==> src/rtl/hazard_unit_if.sv <==
// ---------------------------------------------------------------------------
// hazard_unit_if
//  Bundle between the pipeline datapath and hazard_unit.
//  Pipeline -> hazard unit : ihit, dhit, exm_dREN, exm_dWEN, exm_redirect,
//                            idex_MemRead, idex_rt_out, ifid_rs, ifid_rt
//  Hazard unit -> pipeline : pc_en, ifid_en, idex_en, exm_en, mwb_en,
//                            ifid_flush, idex_flush, exm_flush, redirect_take
//                            (+ stall_cnt, flush_cnt when HAZARD_STATS_EN)
//  Parameters: REG_W register-index width, CNT_W statistics counter width.
//  Optional feature macro: HAZARD_STATS_EN (adds the two counters).
//  Modports: master = pipeline side, slave = hazard_unit side.
// ---------------------------------------------------------------------------
interface hazard_unit_if #(
  parameter int REG_W = 5,
  parameter int CNT_W = 32
);
  typedef logic [REG_W-1:0] regIdx_t;
  typedef logic [CNT_W-1:0] cnt_t;

  // Pipeline status
  logic    ihit;
  logic    dhit;
  logic    exm_dREN;
  logic    exm_dWEN;
  logic    exm_redirect;
  logic    idex_MemRead;
  regIdx_t idex_rt_out;
  regIdx_t ifid_rs;
  regIdx_t ifid_rt;

  // Pipeline control
  logic    pc_en;
  logic    ifid_en;
  logic    idex_en;
  logic    exm_en;
  logic    mwb_en;
  logic    ifid_flush;
  logic    idex_flush;
  logic    exm_flush;
  logic    redirect_take;

`ifdef HAZARD_STATS_EN
  cnt_t    stall_cnt;
  cnt_t    flush_cnt;
`endif

  modport master (
    output ihit, dhit, exm_dREN, exm_dWEN, exm_redirect,
           idex_MemRead, idex_rt_out, ifid_rs, ifid_rt,
    input  pc_en, ifid_en, idex_en, exm_en, mwb_en,
           ifid_flush, idex_flush, exm_flush, redirect_take
`ifdef HAZARD_STATS_EN
    , input stall_cnt, flush_cnt
`endif
  );

  modport slave (
    input  ihit, dhit, exm_dREN, exm_dWEN, exm_redirect,
           idex_MemRead, idex_rt_out, ifid_rs, ifid_rt,
    output pc_en, ifid_en, idex_en, exm_en, mwb_en,
           ifid_flush, idex_flush, exm_flush, redirect_take
`ifdef HAZARD_STATS_EN
    , output stall_cnt, flush_cnt
`endif
  );
endinterface

==> src/rtl/hazard_unit.sv <==
// ---------------------------------------------------------------------------
// hazard_unit
//  Pipeline control for the hazards forwarding cannot hide: load-use,
//  data-memory wait, instruction-fetch miss and a taken branch/jump resolved
//  in EX/MEM. Produces PC / latch enables, latch flushes and the PC-mux
//  redirect select. Control outputs are combinational from state + inputs.
//
//  Ports:
//    CLK  in  system clock, rising edge
//    RST  in  asynchronous active-high reset
//    hz   hazard_unit_if.slave (status in, control out; see interface file)
//
//  Optional feature: define HAZARD_STATS_EN to add saturating stall_cnt and
//  flush_cnt counters (CNT_W bits, from the interface) on the interface.
// ---------------------------------------------------------------------------
module hazard_unit (
  input  logic           CLK,
  input  logic           RST,
  hazard_unit_if.slave   hz
);

  typedef enum logic [1:0] {
    RUN        = 2'd0,
    MEM_WAIT   = 2'd1,
    REDIR_PEND = 2'd2
  } state_t;

  state_t stateReg;
  state_t stateNext;

  logic memWait;
  logic loadUse;

  logic pcEn;
  logic ifidEn;
  logic idexEn;
  logic exmEn;
  logic mwbEn;
  logic ifidFlush;
  logic idexFlush;
  logic exmFlush;
  logic redirectTake;

  assign memWait = (hz.exm_dREN | hz.exm_dWEN) & ~hz.dhit;

  // A load writing $0 never creates a real dependency.
  assign loadUse = hz.idex_MemRead
                 & (hz.idex_rt_out != '0)
                 & ((hz.idex_rt_out == hz.ifid_rs) | (hz.idex_rt_out == hz.ifid_rt));

  // Control decode. Priority: memWait > redirect > loadUse > ~ihit > normal.
  always_comb begin
    pcEn         = 1'b1;
    ifidEn       = 1'b1;
    idexEn       = 1'b1;
    exmEn        = 1'b1;
    mwbEn        = 1'b1;
    ifidFlush    = 1'b0;
    idexFlush    = 1'b0;
    exmFlush     = 1'b0;
    redirectTake = 1'b0;
    stateNext    = RUN;

    if (RST) begin
      // Reset asserts immediately on the outputs, not just at the next edge.
      pcEn      = 1'b0;
      ifidEn    = 1'b0;
      idexEn    = 1'b0;
      exmEn     = 1'b0;
      mwbEn     = 1'b0;
      ifidFlush = 1'b1;
      idexFlush = 1'b1;
      exmFlush  = 1'b1;
      stateNext = RUN;
    end else if ((stateReg == REDIR_PEND) && !hz.dhit) begin
      // Memory still busy with a redirect queued: keep everything frozen.
      pcEn      = 1'b0;
      ifidEn    = 1'b0;
      idexEn    = 1'b0;
      exmEn     = 1'b0;
      mwbEn     = 1'b0;
      stateNext = REDIR_PEND;
    end else if ((stateReg == REDIR_PEND) || (!memWait && hz.exm_redirect)) begin
      // Redirect: every latch advances, the three younger stages take a
      // bubble, and the PC loads the target even if the fetch has not hit.
      ifidFlush    = 1'b1;
      idexFlush    = 1'b1;
      exmFlush     = 1'b1;
      redirectTake = 1'b1;
      stateNext    = RUN;
    end else if (memWait) begin
      // Freeze everything up to and including EX/MEM. MEM/WB only accepts
      // on dhit, which memWait excludes, so it is held as well.
      pcEn      = 1'b0;
      ifidEn    = 1'b0;
      idexEn    = 1'b0;
      exmEn     = 1'b0;
      mwbEn     = 1'b0;
      // A redirect seen during the wait is remembered and applied on dhit.
      stateNext = hz.exm_redirect ? REDIR_PEND : MEM_WAIT;
    end else if (loadUse) begin
      // Hold PC and IF/ID one cycle; ID/EX takes a bubble. The bubble clears
      // idex_MemRead so the stall cannot re-trigger on the same pair.
      pcEn      = 1'b0;
      ifidEn    = 1'b0;
      idexFlush = 1'b1;
      stateNext = RUN;
    end else if (!hz.ihit) begin
      // Fetch miss: hold PC, push a bubble into IF/ID, let the rest drain.
      pcEn      = 1'b0;
      ifidFlush = 1'b1;
      stateNext = RUN;
    end
  end

  always_ff @(posedge CLK or posedge RST) begin
    if (RST) begin
      stateReg <= RUN;
    end else begin
      stateReg <= stateNext;
    end
  end

  assign hz.pc_en         = pcEn;
  assign hz.ifid_en       = ifidEn;
  assign hz.idex_en       = idexEn;
  assign hz.exm_en        = exmEn;
  assign hz.mwb_en        = mwbEn;
  assign hz.ifid_flush    = ifidFlush;
  assign hz.idex_flush    = idexFlush;
  assign hz.exm_flush     = exmFlush;
  assign hz.redirect_take = redirectTake;

`ifdef HAZARD_STATS_EN
  // Saturating event counters: stall = PC held, flush = redirect applied.
  logic [$bits(hz.stall_cnt)-1:0] stallCntReg;
  logic [$bits(hz.flush_cnt)-1:0] flushCntReg;

  always_ff @(posedge CLK or posedge RST) begin
    if (RST) begin
      stallCntReg <= '0;
      flushCntReg <= '0;
    end else begin
      if (!pcEn && (stallCntReg != '1)) begin
        stallCntReg <= stallCntReg + 1'b1;
      end
      if (redirectTake && (flushCntReg != '1)) begin
        flushCntReg <= flushCntReg + 1'b1;
      end
    end
  end

  assign hz.stall_cnt = stallCntReg;
  assign hz.flush_cnt = flushCntReg;
`endif

endmodule

==> src/flat_wrapper.sv <==
// flat-port wrapper written by rule: the top's interface ports become plain ports
module hazard_unit_flat 
  (CLK, RST, hz_ihit, hz_dhit, hz_exm_dREN, hz_exm_dWEN, hz_exm_redirect, hz_idex_MemRead, hz_idex_rt_out, hz_ifid_rs, hz_ifid_rt, hz_pc_en, hz_ifid_en, hz_idex_en, hz_exm_en, hz_mwb_en, hz_ifid_flush, hz_idex_flush, hz_exm_flush, hz_redirect_take);
  hazard_unit_if #(.REG_W(5), .CNT_W(32)) hz_i ();
  input  logic CLK;
  input  logic RST;
  input wire logic [$bits(hz_i.ihit)-1:0] hz_ihit;
  input wire logic [$bits(hz_i.dhit)-1:0] hz_dhit;
  input wire logic [$bits(hz_i.exm_dREN)-1:0] hz_exm_dREN;
  input wire logic [$bits(hz_i.exm_dWEN)-1:0] hz_exm_dWEN;
  input wire logic [$bits(hz_i.exm_redirect)-1:0] hz_exm_redirect;
  input wire logic [$bits(hz_i.idex_MemRead)-1:0] hz_idex_MemRead;
  input wire logic [$bits(hz_i.idex_rt_out)-1:0] hz_idex_rt_out;
  input wire logic [$bits(hz_i.ifid_rs)-1:0] hz_ifid_rs;
  input wire logic [$bits(hz_i.ifid_rt)-1:0] hz_ifid_rt;
  output wire logic [$bits(hz_i.pc_en)-1:0] hz_pc_en;
  output wire logic [$bits(hz_i.ifid_en)-1:0] hz_ifid_en;
  output wire logic [$bits(hz_i.idex_en)-1:0] hz_idex_en;
  output wire logic [$bits(hz_i.exm_en)-1:0] hz_exm_en;
  output wire logic [$bits(hz_i.mwb_en)-1:0] hz_mwb_en;
  output wire logic [$bits(hz_i.ifid_flush)-1:0] hz_ifid_flush;
  output wire logic [$bits(hz_i.idex_flush)-1:0] hz_idex_flush;
  output wire logic [$bits(hz_i.exm_flush)-1:0] hz_exm_flush;
  output wire logic [$bits(hz_i.redirect_take)-1:0] hz_redirect_take;
  assign hz_i.ihit = hz_ihit;
  assign hz_i.dhit = hz_dhit;
  assign hz_i.exm_dREN = hz_exm_dREN;
  assign hz_i.exm_dWEN = hz_exm_dWEN;
  assign hz_i.exm_redirect = hz_exm_redirect;
  assign hz_i.idex_MemRead = hz_idex_MemRead;
  assign hz_i.idex_rt_out = hz_idex_rt_out;
  assign hz_i.ifid_rs = hz_ifid_rs;
  assign hz_i.ifid_rt = hz_ifid_rt;
  assign hz_pc_en = hz_i.pc_en;
  assign hz_ifid_en = hz_i.ifid_en;
  assign hz_idex_en = hz_i.idex_en;
  assign hz_exm_en = hz_i.exm_en;
  assign hz_mwb_en = hz_i.mwb_en;
  assign hz_ifid_flush = hz_i.ifid_flush;
  assign hz_idex_flush = hz_i.idex_flush;
  assign hz_exm_flush = hz_i.exm_flush;
  assign hz_redirect_take = hz_i.redirect_take;
  hazard_unit u_core (.CLK(CLK), .RST(RST), .hz(hz_i));
endmodule
==> config.mk <==
export PLATFORM = sky130hd
export DESIGN_NAME = hazard_unit_flat
export DESIGN_NICKNAME = d
export VERILOG_FILES = /design/src/rtl/hazard_unit_if.sv /design/src/rtl/hazard_unit.sv /design/src/flat_wrapper.sv
export SDC_FILE = /design/constraint.sdc
export NUM_CORES = 1
export LEC_CHECK = 0
export ABC_AREA = 1
export BUFFER_PORTS_ARGS = -buffer_cell sky130_fd_sc_hd__buf_4
export CAP_MARGIN = 30
export CORE_AREA = 2 2 39 41
export CTS_BUF_LIST = sky130_fd_sc_hd__clkbuf_8
export DETAILED_ROUTE_END_ITERATION = 12
export DIE_AREA = 0 0 41 43
export HOLD_SLACK_MARGIN = 0.15
export PLACE_DENSITY_LB_ADDON = 0.2
export SLEW_MARGIN = 30
export SYNTH_ARGS = -nofsm -noshare
export SYNTH_HDL_FRONTEND = slang
export SYNTH_SLANG_ARGS = --single-unit
export TNS_END_PERCENT = 20
==> constraint.sdc <==
create_clock -name CLK -period 1 [get_ports CLK]
set_input_delay 0.05 -clock CLK [delete_from_list [all_inputs] [get_ports CLK]]
set_output_delay 0.05 -clock CLK [all_outputs]
set_load 0.03 [all_outputs]
==> impl.org <==
** Status
- Status :: finished with violations
- Violated checks :: setup timing

** Final layout
- The layout has 143 filler cells.
- u_core.stateReg holds more flip-flops than any other register.
- The finished layout holds 143 standard cells, fillers aside.
- The post-route netlist has 48.0% of its cells at a drive strength greater than 1.
- Synth-to-layout area growth :: 109%
- After routing the design area is 851 um^2.
- In the final layout, the registers with the most flip-flops are u_core.stateReg: 2 flops.
- Cells fill 61.5% of the core in the end.
- Antenna cells :: 0
- The register with the most flip-flops in the layout has 2 of them.
- At the end of the flow, the number of nets in the layout was 152.

** STA
- The smallest clock period supported by the final layout is computed as 1440 ps.
- Pins Over Slew Limit :: 0
- After routing, the total negative slack on setup checks comes to -3540 ps.
- Worst path setup slack after routing :: -437 ps
- The number of failing hold endpoints at the final stage was 0.
- Setup repair after global routing could not meet its margin everywhere.
- At the pin with the least slew margin, the transition time is 218 ps.
- Count of endpoints failing setup in the final report :: 10
- The clock arrives with 1.19 ps of skew.
- Share of the clock period used by the worst path after layout :: 144%
- Based on the critical path, the design can be clocked at up to 696 MHz.
- Slew Limit Headroom :: 85.4%

** Worst setup path
- In this run the register-to-register setup slack is -30 ps.
- Largest fanout on the critical path :: 3
- Arrival time of the worst setup path :: 1390 ps
- The most critical setup path has its startpoint at u_core.stateReg[0].
- Walking the worst path, the cells encountered are nor2_4, inv_2, nor2_4, inv_2, a21oi_4, o21ai_2, buf_6.
- Following the worst setup path forward leads to its endpoint at hz_idex_flush.
- Startpoint type of the worst setup path :: flop
- Capturing element type of the critical path :: output pin
- Required time at the worst-slack endpoint :: 950 ps
- Library cell contributing the largest single delay on the critical path :: sky130_fd_sc_hd__dfrtp_1
- Measured in cells, the most critical reg-to-reg path has a length of 6.
- On the worst path, the slowest cell contributes a delay of 390 ps.
- Terminus of the critical flop-to-flop path :: u_core.stateReg[1]
- The worst setup path is of the flop to output pin kind.
- In this run the critical register-to-register path is launched from u_core.stateReg[0].

** CTS
- The tree is rooted in a sky130_fd_sc_hd__clkbuf_8.
- Cts bufs inserted :: 3
- After clock tree synthesis, the clock-pin slew on the worst setup and hold paths is 30 ps.
- Clock latency of the later-clocked register in the worst-skew pair :: 210 ps
- The tree built by TritonCTS fans out to 2 sinks.
- Post-CTS setup repair buffer count :: 0
- TritonCTS built the clock tree.
- The clock passes through at most 2 buffers.
- In this run the number of H-tree levels came out at 1.

** Logic synthesis
- Post-synth cell types :: 16
- In the synthesized netlist, the number of instances is 86.
- Sorting the synthesized cells by area gives the leading types as sky130_fd_sc_hd__nand2_1 (27%), sky130_fd_sc_hd__inv_1 (22%), sky130_fd_sc_hd__dfrtp_1 (12%), sky130_fd_sc_hd__nor2_1 (12%), sky130_fd_sc_hd__xnor2_1 (4.3%).
- Number of synthesized register bits :: 2
- Yosys warning total :: 0
- Syn avg cell area :: 4.73 um^2
- Sequential-to-total area share from yosys stat :: 12.3%
- Mapped cell area :: 407 um^2
- Portion of synthesized cell area occupied by the leading cell type :: 26.8%
- Summed over all instances, the cell type with the most area after synthesis is sky130_fd_sc_hd__nand2_1.
- The number of nets handed over by synthesis was 109.

** Floorplanning
- Site row count :: 14
- The die is 41 um wide.
- The floorplan step defined a die boundary enclosing 1760 um^2.
- CORE AREA :: 1380 um^2
- In this run the vertical extent of the chip is 43 um.
- 32 I/O pins were placed.
- Once the floorplan was initialized, standard cells occupied 29.4% of the core.

** Routing
- The final layout contains routed wiring with a total length of 1150 um.
- Antenna Nets Post-Route :: 0
- In the routed design, unresolved DRC markers number 0.
- For this block, the initial DRC count from the detailed router was 6.
- After detailed routing, the average wire length per cell comes to 8.04 um.
- The first detailed-routing pass took 2 iterations.
- Via count :: 601
- Using the TritonRoute via totals, the vias-per-cell ratio works out to 4.20.

** Global routing
- Congestion Overflow GR :: 0
- Antenna violations before repair :: 0
- Largest net degree at the start of global routing :: 5
- Total track usage :: 17.4%
- Via count of the first global-routing pass :: 583
- The first global-routing pass estimated 2090 um of wire.

** Place
- OpenSTA, run right after detailed placement, puts the worst setup slack at -253 ps.
- Placed Instances :: 138
- The HPWL after detailed placement is 921 um.
- Routability-driven placement finished with a final weighted congestion of 0.755.
- Area after DPL :: 737 um^2
- Buffers placed on the I/O ports in this run total 31.

** Power
- Max IR drop VDD :: 0.000464 V
- The share of total power dissipated in sequential elements is 10.9%.
- Of the total power, combinational logic draws 50.0%.
- Leakage dissipation :: 0.000514 uW
- Per report_power, the clock group accounts for 39.1% of the total.
- Fraction of power spent switching nets :: 33.4%
- Switching power of the nets :: 268 uW
- Cell internal power was estimated by the tool at 533 uW.
- Dividing total power by cell area gives a power density of 940 nW/um^2.

** Min path
- Worst min path class :: input pin to flop

** Flow run
- Max-cap violations in this run came to 0.
-- critical path: cells and delay by family, from the launching register on --
kind            cells  cell delay (ps)
flops               1              390
compound gates      2              290
buf+inv             3              260
simple gates        2              230
-- worst min-delay path by stage --
stage / cells past startpoint / slack [ps] / end / start
after floorplan: 1 / -200 / u_core.stateReg[0] / RST
after global placement: 2 / -30 / u_core.stateReg[1] / RST
after detailed placement: 2 / -30 / u_core.stateReg[0] / RST
after CTS: 5 / 300 / u_core.stateReg[1] / hz_exm_dREN
after global routing: 3 / 380 / u_core.stateReg[0] / RST
final: 5 / 340 / u_core.stateReg[1] / hz_exm_dREN
-- cells in the final DEF (no fill, tap or decap), drive strengths merged, types with 2 or more instances in the layout --
cell | synthesis | final
nand2 | 29 | 29
dlygate4sd3 | 0 | 2
buf | 2 | 38
clkbuf | 0 | 3
nor2 | 14 | 14
xnor2 | 2 | 2
a21oi | 3 | 3
o21ai | 4 | 4
nand3 | 2 | 2
inv | 25 | 25
dfrtp | 2 | 2
-- through the flow --
stage               power (uW)  hold WS (ps)
finish                     800           337
global placement           445         -26.6
CTS                        803           301
floorplan                  287          -200
global route               861           377
detailed placement         448         -27.7
-- cell usage after synthesis --
library cell and count:
sky130_fd_sc_hd__xnor2_1 2, sky130_fd_sc_hd__or2_2 1, sky130_fd_sc_hd__nand4_1 1, sky130_fd_sc_hd__a21oi_1 2
sky130_fd_sc_hd__buf_4 2, sky130_fd_sc_hd__nand2_1 29, sky130_fd_sc_hd__inv_2 1, sky130_fd_sc_hd__o21ai_1 1
sky130_fd_sc_hd__o21ai_0 3, sky130_fd_sc_hd__inv_1 24, sky130_fd_sc_hd__nand3_1 2, sky130_fd_sc_hd__nor2_1 13
sky130_fd_sc_hd__nor3_1 1, sky130_fd_sc_hd__dfrtp_1 2, sky130_fd_sc_hd__nor2_2 1, sky130_fd_sc_hd__a21oi_2 1
-- what timing repair did --
| action | in CTS | in global routing |
|---|---|---|
| pin swaps | 4 | 4 |
| setup endpoints to repair | 9 | 11 |
| hold endpoints to repair | 4 | 0 |
| gates resized for setup | 13 | 6 |
| hold buffers | 2 | 0 |
| gates cloned | 0 | 0 |
-- cell type report --
class	count	area (um^2)	share of cell area, %
Clock buffer	3	41.3	4.85
Inverter	25	93.8	11.0
Multi-Input combinational cell	57	314	36.9
Sequential cell	2	50.0	5.88
Tap cell	16	20.0	2.35
Timing Repair Buffer	40	332	39.0
-- power groups by stage --
stage	registers (uW)	clock network, uW	logic [uW]
5_1_grt	87.2	332	442
3_3_place_gp	86.4	0	359
2_1_floorplan	86.4	0	201
3_5_place_dp	86.6	0	362
4_1_cts	86.0	323	395
6_report	87.2	313	400
-- routing by layer --
metal / vias to the layer above / track usage [%] / wire (um)
met4: 0 / 8.00 / 0
li1: 328 / - / -
met3: 0 / 3.66 / 54
met1: 254 / 14.8 / 378
met5: - / 0 / 0
met2: 19 / 33.8 / 717
-- logic make-up (layout without fill, tap and decap cells) --
family                 count (synthesis)  after routing  synth area share, %
XOR/XNOR                               2              2                 4.31
flip-flops                             2              2                 12.3
buffers and inverters                 27             68                 26.8
AO/OA/AOI/OAI                          7              7                 9.54
AND/OR/NAND/NOR                       48             48                 47.1
(Power assumes the default switching activity.)
